$ cat src/rtl/box_draw_scheduler_pkg.sv
// box_draw_scheduler_pkg: shared types for the box draw scheduler.
//   drawStateT : scheduler FSM states (IDLE, LAUNCH, WAIT_DONE, GAP)
//   boxReqT    : box request {xLeft, xRight, yTop, yBottom} at default widths
//   XSZ_DEF/YSZ_DEF : default coordinate widths
package box_draw_scheduler_pkg;
    localparam int XSZ_DEF = 8;
    localparam int YSZ_DEF = 7;
    typedef enum logic [1:0] {IDLE, LAUNCH, WAIT_DONE, GAP} drawStateT;
    typedef struct packed {
        logic [XSZ_DEF-1:0] xLeft;
        logic [XSZ_DEF-1:0] xRight;
        logic [YSZ_DEF-1:0] yTop;
        logic [YSZ_DEF-1:0] yBottom;
    } boxReqT;
endpackage

$ cat src/rtl/box_req_fifo.sv
// box_req_fifo: synchronous FIFO of box requests with flush.
//   clk, resetn (sync, active-low)
//   push/pushData : write an entry (caller guarantees !full)
//   pop           : drop the head (caller guarantees !empty)
//   flush         : empty the FIFO next cycle; overrides push and pop
//   head          : current head entry, read from registered storage
//   full, empty   : occupancy flags
module box_req_fifo
    import box_draw_scheduler_pkg::*;
#(
    parameter type T     = boxReqT,
    parameter int  DEPTH = 4
) (
    input  logic clk,
    input  logic resetn,
    input  logic push,
    input  T     pushData,
    input  logic pop,
    input  logic flush,
    output T     head,
    output logic full,
    output logic empty
);
    localparam int AW = $clog2(DEPTH);

    T mem [DEPTH];
    logic [AW-1:0] wrPtr, rdPtr;
    logic [AW:0] count;

    assign head  = mem[rdPtr];
    assign full  = count == (AW+1)'(DEPTH);
    assign empty = count == '0;

    always_ff @(posedge clk)
        if (push && !flush) mem[wrPtr] <= pushData;

    always_ff @(posedge clk) begin
        if (!resetn || flush) begin
            wrPtr <= '0;
            rdPtr <= '0;
            count <= '0;
        end else begin
            if (push) wrPtr <= wrPtr + 1'b1;
            if (pop) rdPtr <= rdPtr + 1'b1;
            count <= count + {{AW{1'b0}}, push} - {{AW{1'b0}}, pop};
        end
    end
endmodule

$ cat src/rtl/box_draw_scheduler.sv
// box_draw_scheduler: queues box requests and sequences the box-outline drawer one box at a time.
//   clk, resetn (sync, active-low)
//   req_valid/req_ready, req_x_left/right, req_y_top/bottom : request push interface
//   flush      : discard queued (not in-flight) requests
//   go_draw    : one-cycle start pulse to the drawer
//   x_left/x_right/y_top/y_bottom : coordinates held from launch until the next launch
//   done_draw  : drawer completion pulse
//   busy       : box in flight (LAUNCH, WAIT_DONE, GAP)
//   timeout_err: sticky watchdog abort flag
//   boxes_drawn: saturating completed-box count
// Optional macro BOX_NORMALIZE_EN: order each box's x and y pairs when it is popped.
module box_draw_scheduler
    import box_draw_scheduler_pkg::*;
#(
    parameter int XSZ     = XSZ_DEF,
    parameter int YSZ     = YSZ_DEF,
    parameter int DEPTH   = 4,
    parameter int TIMEOUT = 20000,
    parameter int CNT_W   = 8
) (
    input  logic             clk,
    input  logic             resetn,
    input  logic             req_valid,
    output logic             req_ready,
    input  logic [XSZ-1:0]   req_x_left,
    input  logic [XSZ-1:0]   req_x_right,
    input  logic [YSZ-1:0]   req_y_top,
    input  logic [YSZ-1:0]   req_y_bottom,
    input  logic             flush,
    output logic             go_draw,
    output logic [XSZ-1:0]   x_left,
    output logic [XSZ-1:0]   x_right,
    output logic [YSZ-1:0]   y_top,
    output logic [YSZ-1:0]   y_bottom,
    input  logic             done_draw,
    output logic             busy,
    output logic             timeout_err,
    output logic [CNT_W-1:0] boxes_drawn
);
    localparam int WD_W = $clog2(TIMEOUT);

    typedef struct packed {
        logic [XSZ-1:0] xLeft;
        logic [XSZ-1:0] xRight;
        logic [YSZ-1:0] yTop;
        logic [YSZ-1:0] yBottom;
    } boxT;

    drawStateT state;
    logic [WD_W-1:0] wdog;
    boxT reqBox, head, popBox;
    logic full, empty, pop;

    assign reqBox    = '{req_x_left, req_x_right, req_y_top, req_y_bottom};
    assign req_ready = !full;
    assign pop       = state == IDLE && !empty;

    box_req_fifo #(.T(boxT), .DEPTH(DEPTH)) uFifo (
        .clk     (clk),
        .resetn  (resetn),
        .push    (req_valid && !full),
        .pushData(reqBox),
        .pop     (pop),
        .flush   (flush),
        .head    (head),
        .full    (full),
        .empty   (empty)
    );

`ifdef BOX_NORMALIZE_EN
    assign popBox.xLeft   = head.xLeft > head.xRight ? head.xRight : head.xLeft;
    assign popBox.xRight  = head.xLeft > head.xRight ? head.xLeft : head.xRight;
    assign popBox.yTop    = head.yTop > head.yBottom ? head.yBottom : head.yTop;
    assign popBox.yBottom = head.yTop > head.yBottom ? head.yTop : head.yBottom;
`else
    assign popBox = head;
`endif

    always_ff @(posedge clk) begin
        if (!resetn) begin
            state       <= IDLE;
            wdog        <= '0;
            go_draw     <= 1'b0;
            busy        <= 1'b0;
            timeout_err <= 1'b0;
            boxes_drawn <= '0;
            x_left      <= '0;
            x_right     <= '0;
            y_top       <= '0;
            y_bottom    <= '0;
        end else begin
            go_draw <= 1'b0;
            case (state)
                IDLE: if (pop) begin
                    state    <= LAUNCH;
                    go_draw  <= 1'b1;
                    busy     <= 1'b1;
                    x_left   <= popBox.xLeft;
                    x_right  <= popBox.xRight;
                    y_top    <= popBox.yTop;
                    y_bottom <= popBox.yBottom;
                end
                LAUNCH: begin
                    state <= WAIT_DONE;
                    wdog  <= '0;
                end
                WAIT_DONE: if (done_draw) begin
                    state       <= GAP;
                    boxes_drawn <= boxes_drawn + {{(CNT_W-1){1'b0}}, ~&boxes_drawn};
                end else if (wdog == WD_W'(TIMEOUT-1)) begin
                    state       <= GAP;
                    timeout_err <= 1'b1;
                end else begin
                    wdog <= wdog + 1'b1;
                end
                // go_draw is low here, letting the drawer leave its done state
                GAP: begin
                    state <= IDLE;
                    busy  <= 1'b0;
                end
                default: state <= IDLE;
            endcase
        end
    end
endmodule

$ cat config.mk
export PLATFORM = sky130hd
export DESIGN_NAME = box_draw_scheduler
export DESIGN_NICKNAME = d
export VERILOG_FILES = /design/src/rtl/box_draw_scheduler_pkg.sv /design/src/rtl/box_req_fifo.sv /design/src/rtl/box_draw_scheduler.sv
export SDC_FILE = /design/constraint.sdc
export NUM_CORES = 1
export LEC_CHECK = 0
export CORE_ASPECT_RATIO = 0.75
export CORE_MARGIN = 2
export CORE_UTILIZATION = 51
export CTS_CLUSTER_SIZE = 8
export DETAILED_ROUTE_END_ITERATION = 8
export PLACE_DENSITY = 0.83
export SETUP_SLACK_MARGIN = 0.4
export SLEW_MARGIN = 20
export SYNTH_ARGS = -nofsm -noshare
export SYNTH_HDL_FRONTEND = slang
export SYNTH_SLANG_ARGS = --single-unit
$ cat constraint.sdc
create_clock -name clk -period 2.4 [get_ports clk]
set_input_delay 0.36 -clock clk [delete_from_list [all_inputs] [get_ports clk]]
set_output_delay 0.36 -clock clk [all_outputs]
set_load 0.05 [all_outputs]
# == Word level (Yosys, flattened, before mapping) ==
# Memories as Yosys holds them, arrays and structs flattened. A register that Yosys moved wholly into a read port is not among the register bits.
# Index checks and enable logic that the tools add are counted.
# totals
ff_bits,35
ramBits,120
in_bits,35
output_inout_bits,42
wordCells,60
memories,1
# memory_table
memory,depth,word_bits,read_ports,rd_ports_with_merged_regs,wr,line,text
uFifo.mem,4,30,1,1,1,box_req_fifo.sv:26,T mem [DEPTH];
# op_classes
n_addsub,6
n_eq_ne,9
n_mux,12
bitwise_logic,1
reduce_logical,22
# op_table
op,count
$mux W15,2
$pmux W15 S2,1
$add A15 B1 Y15 const B,1
$eq A15 B15 Y1 const B,1
$reduce_and A2 Y1,5
$add A8 B1 Y8,1
$pmux W2 S4,1
$reduce_and A8 Y1,1
$logic_not A1 Y1,6
$mux W2,3
$reduce_and A3 Y1,2
$add A2 B1 Y2 const B,2
$eq A2 B2 Y1 const B,2
$mux W1,4
$ne A2 B2 Y1 const B,2
$reduce_bool A2 Y1,2
$add A3 B1 Y3,1
$eq A3 B3 Y1 const B,1
$logic_and A1 B1 Y1,3
$logic_not A3 Y1,1
$ne A3 B3 Y1 const B,1
$sub A3 B1 Y3,1
$eq A2 B1 Y1 const B,1
$logic_not A2 Y1,1
other kinds (4),4

# == Logic depth before layout (Yosys ltp) ==
# depth
word_depth,6
ltp_mapped,14
depth_no_buf,12

# == Cells and area by module ==
# From an unflattened synthesis, not the netlist that was laid out.
# hier_totals
cells_unflattened,519
hier_area_um2,7354.6
# by_module_without_submodules
module,instances,cells_each,area_each_um2,seq_area_each_um2
box_req_fifo,1,203,4785.8,3783.6
box_draw_scheduler,1,316,2568.7,1161.1

# == Worst setup path after synthesis ==
# OpenSTA, ideal clock, no wires.
# synth_timing
path_type,register to register
startpoint,reg state[0]
endpoint,reg uFifo.count[2]
setup_ns,0.121
t_arrival_ns,2.471
required_ns,2.279
path_slack_ns,-0.193
stages_incl_launch_ff,15
path_buffers,2
period_less_slack_ns,2.593
cell_sequence,dfxtp_1 inv_1 ha_1 nand2b_1 clkbuf_1 clkinv_1 clkbuf_1 ha_1 inv_1 ha_1 inv_1 fa_1 xor2_1 xnor2_1 nor2_1
# synth_between
elab_chain_cells,3
# synth_lines
element,line,text
start: declaration,box_draw_scheduler.sv:49,drawStateT state;
start signal: assignment,box_draw_scheduler.sv:81,state <= IDLE;
start signal: assignment,box_draw_scheduler.sv:95,state <= LAUNCH;
start signal: assignment,box_draw_scheduler.sv:104,state <= WAIT_DONE;
$logic_not A2 Y1,box_draw_scheduler.sv:56,assign pop = state == IDLE && !empty;
$logic_and A1 B1 Y1,box_draw_scheduler.sv:56,
net pop,box_draw_scheduler.sv:52,"logic full, empty, pop;"
$sub A3 B1 Y3,box_req_fifo.sv:45,"count <= count + {{AW{1'b0}}, push} - {{AW{1'b0}}, pop};"
end signal: assignment,box_req_fifo.sv:45,
end: declaration,box_req_fifo.sv:28,logic [AW:0] count;
# The timed path passes the listed nets, and every way through them passes these cells.
# A chain may end at the register's enable or synchronous reset.

# == Worst setup path in the final report ==
# layout_timing
startpoint,reg uFifo.count[1]
endpoint,reg uFifo.count[2]
# layout_between
elab_chain_cells,5
elab_cells_between_ends,8
cone_classes,add/sub (2); eq/ne (1); reduce/logical (5)
# layout_lines
element,line,text
$eq A3 B3 Y1,box_req_fifo.sv:31,assign full = count == (AW+1)'(DEPTH);
$logic_not A1 Y1,box_draw_scheduler.sv:61,".push (req_valid && !full),"
$logic_and A1 B1 Y1,box_draw_scheduler.sv:61,
$add A3 B1 Y3,box_req_fifo.sv:45,
$sub A3 B1 Y3 (*),box_req_fifo.sv:45,
# Every way passes the cells marked *; elsewhere a longest branch is shown, timed or not.

==> impl_metrics.ini <==
[run_status]
status = completed

[job]
cap_violations = 0

[sta]
setup_tns_ns = 0
period_minus_slack_ns = 2.126
fmax_mhz = 470.4
layout_setup_ws_ns = 0.2743
finalCritPeriodShare = 0.8857
rsz0062_at_grt = true
worst_clock_skew_ns = 0.01224
final_max_slew_viol_count = 0
final-hold-violation-count = 0
slew_headroom = 0.6356
final-setup-viol-count = 0
tightest_slew_ns = 0.5466

[critical_path]
worstSetupPathType = reg -> reg
start_kind = flip-flop
r2r_start = uFifo.count[1]
path_cells = or3b_4, nand2_4, ha_4, inv_4, ha_4, inv_2, fa_2, xor2_1, xnor2_1, nor2_1
cpLargestDelayFamily = adder cells
rrSetupSlack_ns = 0.27
r2r_cells = 10
arrival_ns = 2.42
cp_max_fo = 3
max_stage_delay_ns = 0.42
crit_slowest_cell = or3b_4
end_kind = flip-flop
path_common_cell = ha_4
critPathBufInv = 2
r2r-end = uFifo.count[2]
critPathRequiredTime_ns = 2.70

[routing]
drcViolationCount = 0
post_drt_wl_per_cell_um = 17.73
viasPerCell = 5.609
drt_pass1_iterations = 5
wl_um = 13780
drt_iter0_drc = 193
vias = 4358
postRouteAntennaNets = 0

[yosys]
ys_ff_latch = 185
ys_warn_count = 0
netlist_area_sq_um = 7213
async_flop_share = 0
ys_types = 51
avgSynthCellArea_sq_um = 14.34
synth_edf_count = 120
synth_seq_area_share = 0.6800
syn-num-nets = 552
netlist_instances = 503
synth_flop_cell = edfxtp_1

[floorplanning]
rows = 37
die_area_sq_um = 15120
die_h_um = 107.0
die_w_um = 141.3
core_area_sq_um = 13750
start_util = 0.5246
ios = 77

[final_layout]
drive_above_1_share = 0.1877
nets = 638
fin_cells = 777
area_growth_pct = 24.18
n_antenna_cell = 0

[global_route]
grt_pass1_wl_um = 22060
grt_start_max_net_pins = 49
grt_pass1_vias = 4352
antenna_found_initial = 0
grt.overflow.total = 0
track_usage = 0.1931

[clocking]
cts-root-buf = clkbuf_16
numCtsBuffers = 17
clockBufferDepth = 2
cts_tree = yes
postCtsHoldBufs = 0
htree_levels = 4
clkSlewWorstSetupHoldPaths_ns = 0.07
cts_sinks = 185
clock_latency_ns = 0.43

[placed_design]
gp_congestion = 0.8767
dp.cells = 742
dp_slack_ns = 0.1054
hpwl_um = 8711
portBuffers = 76

[worst_hold_path]
min_to = x_right[5]
hold_depth = 2
min_from = x_right[5]
hp-class = reg -> reg

[power_and_ir_drop]
p_int_mw = 6.016
power_leakage_nw = 3.079
peakVddDrop_mv = 0.7013
power_density_nw_per_um2 = 994.1
netSwitchingPower_mw = 2.889
p_sw_frac = 0.3244
p_seq_frac = 0.429
comb_power_share = 0.256
pwr-share-clk = 0.315
[registers in the layout, indices dropped and copies added (netlist names), 3 cells and up]
| register | count |
|---|---|
| boxes_drawn | 8 |
| uFifo.count | 3 |
| uFifo.mem | 120 |
| wdog | 15 |
| x_left | 8 |
| x_right | 8 |
| y_bottom | 7 |
| y_top | 7 |
[layout by cell type (no fill, tap or decap), types with 8 or more instances in the layout]
| cell | count |
|---|---|
| edfxtp_1 | 120 |
| nand2_1 | 77 |
| clkdlybuf4s50_1 | 63 |
| dfxtp_1 | 58 |
| a21oi_1 | 36 |
| mux4_2 | 30 |
| nor2_1 | 23 |
| nand3_1 | 19 |
| clkbuf_16 | 17 |
| buf_4 | 10 |
| ha_1 | 9 |
| inv_1 | 8 |
| nand4_1 | 8 |
[logic make-up (layout without fill, tap and decap cells)]
family	Yosys count	in the layout	share of synthesized area
buffers and inverters	38	137	0.02290
xor gates and xnor gates	10	10	0.01214
adders and majority gates	14	14	0.02533
muxes	35	35	0.1011
AOI/OAI and AO/OA	57	57	0.05065
and+or+nand+nor	164	164	0.1079
DFF	185	185	0.6800
[cell type report]
| type | instances | area (sq um) |
|---|---|---|
| clock buffer | 18 | 429.2 |
| clock inverter | 14 | 182.7 |
| fill | 961 | 4792 |
| inverter | 14 | 60.06 |
| multi-input combinational | 280 | 2208 |
| sequential | 185 | 4916 |
| tap | 175 | 219.0 |
| timing repair buffer | 91 | 942.2 |
[power groups by stage]
| stage | registers (mW) | logic [mW] | clock network (mW) |
|---|---|---|---|
| 2_1_floorplan | 4.42 | 1.04 | 0 |
| 3_3_place_gp | 3.88 | 2.23 | 0 |
| 3_5_place_dp | 3.89 | 2.27 | 0 |
| 4_1_cts | 3.82 | 2.31 | 2.86 |
| 5_1_grt | 3.85 | 2.46 | 2.99 |
| 6_report | 3.82 | 2.28 | 2.80 |
[how the worst max path moves through the flow]
stage | slack, ns | end | depth (start not counted) | from
3_5_place_dp | 0.11 | uFifo.count[2] | 10 | req_valid
3_3_place_gp | 0.17 | uFifo.count[2] | 10 | req_valid
5_1_grt | 0.19 | uFifo.count[2] | 10 | uFifo.count[2]
2_1_floorplan | 0.23 | uFifo.count[2] | 13 | uFifo.count[2]
6_report | 0.27 | uFifo.count[2] | 10 | uFifo.count[1]
4_1_cts | 0.29 | uFifo.count[2] | 10 | uFifo.count[1]
[routing by layer]
layer / global-route usage / share of wire
met5: 0 / 0
met4: 0.05929 / 0.012
met3: 0.05226 / 0.057
met2: 0.3138 / 0.48
met1: 0.2575 / 0.45
[worst reg2reg max path, stage by stage, from the launching register on]
cell	delay, ns
dfxtp_4	0.35
or3b_4	0.42
nand2_4	0.10
ha_4	0.20
inv_4	0.06
ha_4	0.12
inv_2	0.03
fa_2	0.33
xor2_1	0.19
xnor2_1	0.14
nor2_1	0.06
[synth_stat cells (all sizes together) (3+ instances only)]
master / instances / area share
nand2b: 4 / 0.0035
mux2: 3 / 0.0047
o41ai: 3 / 0.0062
nand4: 8 / 0.0069
xnor2: 7 / 0.0085
or4: 4 / 0.0042
a21oi: 36 / 0.025
nand3: 19 / 0.013
ha: 13 / 0.023
dfxtp: 65 / 0.18
nor3: 5 / 0.0035
o211ai: 4 / 0.0042
xor2: 3 / 0.0036
mux4: 30 / 0.094
inv: 12 / 0.0062
clkbuf: 16 / 0.0083
and2: 9 / 0.0080
nand2: 78 / 0.041
buf: 8 / 0.0073
edfxtp: 120 / 0.50
nor2: 23 / 0.012
[what timing repair did]
action	in CTS	in global routing
gates resized for setup	10	7
setup endpoints to repair	10	10
pin swaps	9	0
setup buffers	3	0
[per-stage QoR]
| step | power (mW) | util | area (sq um) | hold WS (ns) |
|---|---|---|---|---|
| CTS | 8.986 | 0.6502 | 8940 | 0.4567 |
| finish | 8.905 | 0.6515 | 8957 | 0.4571 |
| global placement | 6.101 | 0.6042 | 8308 | 0.4441 |
| detailed placement | 6.166 | 0.6042 | 8308 | 0.4472 |
| global route | 9.298 | 0.6515 | 8957 | 0.4833 |
| floorplan | 5.460 | - | 7303 | 0.4589 |
(Power assumes the default switching activity.)
